File: src/rtl/golden_nonce_queue.sv
// Golden-nonce FIFO between the hash match detect and the serial transmitter.
// Hits that arrive while the transmitter is busy are queued; a guard window covers busy-rise lag.
module golden_nonce_queue #(
   parameter int unsigned DEPTH         = 8,
   parameter int unsigned ADDR_W        = 3,
   parameter int unsigned GUARD         = 2,
   parameter bit          FLUSH_ON_LOAD = 1'b1
) (
   input  logic              clk_i,
   input  logic              reset_i,
   input  logic              hit_valid_i,
   input  logic [31:0]       hit_nonce_i,
   input  logic              work_load_i,
   input  logic              tx_busy_i,
   output logic              tx_send_o,
   output logic [31:0]       tx_word_o,
   output logic [ADDR_W:0]   count_o,
   output logic              overflow_o,
   output logic [7:0]        dropped_cnt_o
);

   typedef enum logic [1:0] {StIdle, StGuardWait, StDrain} state_e;

   localparam logic [ADDR_W:0] CntFull   = (ADDR_W + 1)'(DEPTH);
   localparam logic [3:0]      GuardInit = 4'(GUARD);

   state_e              state_q, state_d;
   logic [3:0]          guard_q, guard_d;
   logic [ADDR_W-1:0]   rd_ptr_q, rd_ptr_d;
   logic [ADDR_W-1:0]   wr_ptr_q, wr_ptr_d;
   logic [ADDR_W:0]     count_q, count_d;
   logic                tx_send_q, tx_send_d;
   logic [31:0]         tx_word_q, tx_word_d;
   logic                overflow_q, overflow_d;
   logic [7:0]          dropped_q, dropped_d;
   logic [31:0]         mem_q [DEPTH];

   logic pop;
   logic push;
   logic drop;
   logic flush;

   // State register, including all queue bookkeeping.
   always_ff @(posedge clk_i) begin
      if (reset_i) begin
         state_q    <= StIdle;
         guard_q    <= '0;
         rd_ptr_q   <= '0;
         wr_ptr_q   <= '0;
         count_q    <= '0;
         tx_send_q  <= 1'b0;
         tx_word_q  <= '0;
         overflow_q <= 1'b0;
         dropped_q  <= '0;
      end else begin
         state_q    <= state_d;
         guard_q    <= guard_d;
         rd_ptr_q   <= rd_ptr_d;
         wr_ptr_q   <= wr_ptr_d;
         count_q    <= count_d;
         tx_send_q  <= tx_send_d;
         tx_word_q  <= tx_word_d;
         overflow_q <= overflow_d;
         dropped_q  <= dropped_d;
      end
   end

   // Storage needs no reset: entries are only read behind a nonzero count.
   always_ff @(posedge clk_i) begin
      if (push) begin
         mem_q[wr_ptr_q] <= hit_nonce_i;
      end
   end

   // Next-state logic for the send FSM.
   always_comb begin
      state_d = state_q;
      guard_d = guard_q;
      unique case (state_q)
         StIdle: begin
            if (pop) begin
               state_d = StGuardWait;
               guard_d = GuardInit;
            end
         end
         StGuardWait: begin
            if (guard_q <= 4'd1) begin
               state_d = StDrain;
            end else begin
               guard_d = guard_q - 4'd1;
            end
         end
         StDrain: begin
            if (!tx_busy_i) begin
               state_d = StIdle;
            end
         end
         default: state_d = StIdle;
      endcase
   end

   // Output logic: send strobe and captured head word.
   always_comb begin
      pop       = (state_q == StIdle) && (count_q != '0) && !tx_busy_i;
      tx_send_d = pop;
      tx_word_d = pop ? mem_q[rd_ptr_q] : tx_word_q;
   end

   // Queue pointers, occupancy and drop accounting.
   always_comb begin
      flush = FLUSH_ON_LOAD && work_load_i;
      // A pop frees a slot in the same cycle, so a full queue still accepts.
      push  = hit_valid_i && !flush && ((count_q != CntFull) || pop);
      drop  = hit_valid_i && !flush && (count_q == CntFull) && !pop;

      wr_ptr_d = push ? wr_ptr_q + ADDR_W'(1) : wr_ptr_q;

      if (flush) begin
         rd_ptr_d = wr_ptr_q;
      end else if (pop) begin
         rd_ptr_d = rd_ptr_q + ADDR_W'(1);
      end else begin
         rd_ptr_d = rd_ptr_q;
      end

      if (flush) begin
         count_d = '0;
      end else if (push && !pop) begin
         count_d = count_q + (ADDR_W + 1)'(1);
      end else if (pop && !push) begin
         count_d = count_q - (ADDR_W + 1)'(1);
      end else begin
         count_d = count_q;
      end

      overflow_d = overflow_q | drop;
      dropped_d  = (drop && (dropped_q != 8'hff)) ? dropped_q + 8'd1 : dropped_q;
   end

   assign tx_send_o     = tx_send_q;
   assign tx_word_o     = tx_word_q;
   assign count_o       = count_q;
   assign overflow_o    = overflow_q;
   assign dropped_cnt_o = dropped_q;

endmodule

File: config.mk
export PLATFORM = sky130hd
export DESIGN_NAME = golden_nonce_queue
export DESIGN_NICKNAME = d
export VERILOG_FILES = /design/src/rtl/golden_nonce_queue.sv
export SDC_FILE = /design/constraint.sdc
export NUM_CORES = 1
export LEC_CHECK = 0
export ABC_AREA = 1
export CAP_MARGIN = 20
export CORE_UTILIZATION = 57
export DETAILED_ROUTE_END_ITERATION = 7
export DONT_BUFFER_PORTS = 1
export MAX_ROUTING_LAYER = met4
export PLACE_DENSITY = 0.83
export RECOVER_POWER = 100
export SETUP_SLACK_MARGIN = 0.4
export SYNTH_ARGS = -nofsm -noshare
export SYNTH_HDL_FRONTEND = slang
export SYNTH_SLANG_ARGS = --single-unit
File: constraint.sdc
create_clock -name clk_i -period 2.4 [get_ports clk_i]
set_input_delay 0.24 -clock clk_i [delete_from_list [all_inputs] [get_ports clk_i]]
set_output_delay 0.24 -clock clk_i [all_outputs]
set_load 0.1 [all_outputs]
# --- Word level (Yosys, flattened, before mapping) ---
# Memory sizes are Yosys's and may differ from the RTL's. A register that Yosys moved wholly into a read port is not among the register bits.
# Index checks and enable logic that the tools add are counted.
classes:
  add_sub_neg: 6
  magnitude_cmp: 1
  eq_ne: 9
  muxes: 13
  bitwise_logic: 1
  n_reduce_logical: 22
op_table:
  columns: ["cell", "count"]
  rows:
  - ["$mux 4", 4]
  - ["$logic_and 1x1->1", 9]
  - ["$add 8x1->8 const B", 1]
  - ["$ne 2x2->1 const B", 4]
  - ["$ne 8x8->1 const B", 1]
  - ["$pmux 4 s2", 1]
  - ["$sub 4x1->4 const B", 2]
  - ["$add 3x1->3 const B", 2]
  - ["$mux 2", 3]
  - ["$mux 3", 2]
  - ["$pmux 2 s3", 1]
  - ["$reduce_and 3->1", 2]
  - ["$reduce_bool 2->1", 3]
  - ["$add 4x1->4 const B", 1]
  - ["$eq 4x4->1 const B", 1]
  - ["$le 4x1->1 const B", 1]
  - ["$logic_not 1->1", 4]
  - ["$ne 4x4->1 const B", 1]
  - ["$reduce_bool 4->1", 1]
  - ["$eq 2x1->1 const B", 1]
  - ["$eq 2x2->1 const B", 1]
  - ["$logic_not 2->1", 1]
  - ["$mux 1", 2]
  - ["$reduce_or 2->1", 1]
  - ["other kinds (2)", 2]
totals:
  ff_bits: 26
  ramBits: 256
  inputBits: 37
  out_inout_bits: 46
  wordCells: 61
  mem_count: 1
memory_table:
  columns: ["name", "words", "width", "read_ports", "rd_clocked_by_memory_dff", "write_ports", "line_no", "text"]
  rows:
  - ["mem_q", 8, 32, 1, 1, 1, "36", "logic [31:0] mem_q [DEPTH];"]

# --- Depth between registers and ports, before layout ---
depth:
  depth_word: 9
  mapped_depth: 15
  mapped_depth_nobuf: 15

# --- Least setup slack after synthesis ---
# Ideal clock, no wire load.
synth_timing:
  path_type: "register to register"
  start: "register count_q[0] (netlist: count_o[0])"
  end: "memory mem_q[0][0] (enable)"
  setup_ps: 421
  arrival_ps: 3031
  required_ps: 1979
  setup_slack_ps: -1053
  path_stages_with_launch: 9
  path_buffers: 0
  synth_period_minus_slack_ps: 3453
  cell_sequence: "dfxtp_1 -> inv_1 -> nand2_1 -> nor2_1 -> nand2_1 -> nand2_1 -> inv_1 -> nand2_1 -> nor2_1"
synth_between:
  elab_chain_cells: 7
  elab_cells_between_ends: 8
  cone_classes: "eq/ne: 1; mux: 2; reduce/logical: 5"
synth_rtl:
  columns: ["element", "line_no", "text"]
  rows:
  - ["start, declared", "31", "logic [ADDR_W:0] count_q, count_d;"]
  - ["start signal, assigned", "60", "count_q <= count_d;"]
  - ["$reduce_bool 4->1", "104", "pop = (state_q == StIdle) && (count_q != '0) && !tx_busy_i;"]
  - ["$logic_and 1x1->1 (2 in a row)", "104", null]
  - ["$logic_or 1x1->1 (*)", "113", "push = hit_valid_i && !flush && ((count_q != CntFull) || pop);"]
  - ["$logic_and 1x1->1 (*)", "113", null]
  - ["named net push", "39", "logic push;"]
  - ["$mux 1 (*)", "70", "if (push) begin"]
  - ["$mux 1 (not written as such) (*)", "71", "mem_q[wr_ptr_q] <= hit_nonce_i;"]
  - ["end, declared", "36", null]
# Mark *: on every way through the listed nets, which the timed path passes. The rest lies on a longest branch.

# --- Worst setup path after layout ---
layout_timing:
  start: "register count_q[0] (netlist: count_o[0])"
  end: "output count_o[0]"
layout_rtl:
  columns: ["element", "line_no", "text"]
  rows:
  - ["end, declared", "17", "output logic [ADDR_W:0] count_o,"]
# No word-level cell between the ends.

==> results.md <==
* Syn Inst Count at 1174
* Max-capacitance violation count at 0
* Root Buffer Master: clkbuf_16
* First-pass GRT wire length at 44800 um
* Top cells by area, synth: edfxtp_1 (61%), nand2_1 (10%), dfxtp_1 (9.2%), nor2_1 (4.6%), o21ai_0 (3.3%)
* Final Setup Violations at 0
* Syn Area/Cell at 10.8 um2
* Worst Path Max Fanout at 5
* Worst path bufs/invs at 1
* Layout cells sized above 1 at 9.13%
* CTS tree: done
* Highest Clock Rate at 471 MHz
* Yosys top cell area share at 60.6%
* Vias per cell at 5.67
* Final Hold Vio Count at 0
* Min setup slack post-route at 0.277 ns
* Clock sinks at 314
* Aggregate global routing overflow at 0
* Synth cell count leaders: nand2_1 (337), edfxtp_1 (256), nor2_1 (157)
* GRT Util Overall at 26.6%
* Final GP Congestion at 0.873
* Area grow syn2layout at 15.6%
* Run status: complete, no violations
* CP Capture Type: output port
* Synth Cell Area at 12700 um2
* Clk slew on worst S/H paths at 0.07 ns
* Tcrit/Tclk final at 88.4%
* Netlist cell types at 27
* EDFF count, synth at 256
* VDD IR max at 0.806 mV
* Number of global-route vias before repair at 8757
* Die W at 151 um
* Async S/R FF share, synth at 0%
* Largest stage delay, worst path at 0.89 ns
* TritonCTS Buffers at 31
* Slew @ Worst Pin at 1.24 ns
* Crit path max-delay family: buffers and inverters
* Die Height at 151 um
* Crit path time final at 2.12 ns
* H-tree depth at 1
* Detailed placement HPWL at 16000 um
* Pwr dens at 888 nW/um2
* Startpoint Class: register
* Final wirelength at 28600 um
* 1st-iter DRT viols at 897
* Port-buffer cells at 0
* Initial antenna violation count at 1
* Clock skew at 0.0120 ns
* DR DRC count at 0
* Max-Slew Margin vs Limit at 17.2%
* Total Power at 13.0 mW
* Total number of vias at 8870
* RSZ-0062 raised after global routing: true
* Synthesized net count at 1220
* Slowest cell on crit path: clkbuf_1
* Main flop type after synthesis: edfxtp_1
* Drt pass-1 iters at 5
* # IOs at 83
* Worst Hold Class: in -> reg
* Critical Path AT at 1.88 ns
* LEAKAGE at 5.57 nW
* Antenna-violating nets left at 0
* Final net count at 1303
* DIE AREA at 22800 um2
* Most frequent cell after synthesis: nand2_1
* Post-synthesis sequential area ratio at 69.8%
* Drt wl/cell at 18.3 um
* Row count at 54
* Starting Density at 58.1%
* Largest net degree at the start of global routing at 138
* Placement Cell Area at 13400 um2
* Area leader, netlist: edfxtp_1
* Core Box Area at 21800 um2
* Worst slack at placement at 0.393 ns
* Flops & latches, synth at 314
* CP cell instances: clkbuf_1
* Clk Latency, worst-skew pair at 0.56 ns
* Yosys warning count at 0
* Setup TNS at 0 ns
* Clock Path Buffers at 3
* CP Class: reg -> out
* Slew Viols, Final at 0
* Non-Filler Cell Area, Final at 14700 um2
* Required time worst endpoint at 2.16 ns
registers in the layout, indices dropped and copies added (netlist names):
signal,cells
wr_ptr_q,3
tx_word_o,32
dropped_cnt_o,8
count_o,4
state_q,2
rd_ptr_q,3
guard_q,4
mem_q,256
overflow_o,1
tx_send_o,1
kinds of logic after synthesis:
| logic type | count (synthesis) | share of synthesized area [%] |
|---|---|---|
| buf+inv | 102 | 4.06 |
| simple gates | 581 | 18.2 |
| compound gates | 161 | 6.53 |
| fa+ha+maj | 9 | 0.947 |
| flops | 314 | 69.8 |
| xor+xnor | 7 | 0.484 |
layout by cell type (no fill, tap or decap), drive strengths merged:
cell type    instances
dfxtp               58
nand4                3
bufinv               6
edfxtp             256
dlygate4sd3         36
nor3                 1
or2                  1
o21ai              102
clkinv              12
fa                   1
ha                   8
buf                 20
a21oi               50
clkinvlp             2
nand3b               1
nand3               78
xnor2                3
inv                 41
clkbuf              93
diode                1
nor2               159
o211ai               9
xor2                 4
nand2              338
path summary, 6_finish.rpt:
kind,start,endpoint,slack (ns),depth (start not counted)
min reg2reg,guard_q[1],guard_q[1],0.48,2
max,count_o[0],count_o[0],0.28,1
min,work_load_i,rd_ptr_q[0],0.06,5
max reg2reg,count_o[0],count_o[3],0.31,14
what timing repair did:
item / CTS / global route
buffers inserted: 0 / 2
pin swaps: 0 / 1
hold buffers: 36 / 0
endpoints found under the hold margin: 278 / 0
setup endpoints to repair: 1 / 25
resized for setup: 1 / 6
metrics by stage:
stage | util [%] | std cells | hold slack [ns]
2_1_floorplan | - | 1174 | 0.339
3_3_place_gp | 61.4 | 1466 | 0.311
6_report | 67.2 | 1563 | 0.0574
4_1_cts | 68.1 | 1560 | 0.0466
5_1_grt | 67.2 | 1563 | 0.107
3_5_place_dp | 61.4 | 1466 | 0.313
per-layer routing:
| metal | wire length [um] | part of all wire (%) | vias up | global-route usage, % |
|---|---|---|---|---|
| li1 | - | - | 4163 | - |
| met1 | 11200 | 39 | 4197 | 34.2 |
| met2 | 14500 | 50 | 439 | 44.4 |
| met4 | 765 | 2.7 | 0 | 8.05 |
| met5 | 0 | 0 | - | - |
| met3 | 2240 | 7.8 | 71 | 3.55 |
worst min-delay path, stage by stage:
cell and delay (ns):
nor2_1 0.02, a21oi_1 0.10, nand2_1 0.06, o211ai_1 0.10, inv_1 0.05
layout make-up:
cell class	instances	area, um2
Tap cell	280	350
Timing Repair Buffer	111	811
Antenna cell	1	2.50
Clock inverter	20	268
Sequential cell	314	8860
Fill cell	1504	7170
Clock buffer	38	822
Inverter	41	160
Multi-Input combinational cell	758	3380
power breakdown:
part	total (mW)	leakage, nW	internal, mW	switching [mW]
clock	5.11	0.533	3.09	2.03
sequential	6.12	2.79	6.04	0.0780
combinational	1.77	2.25	0.371	1.40
total	13.0	5.57	9.50	3.51
Power figures use the tool's default switching activity.
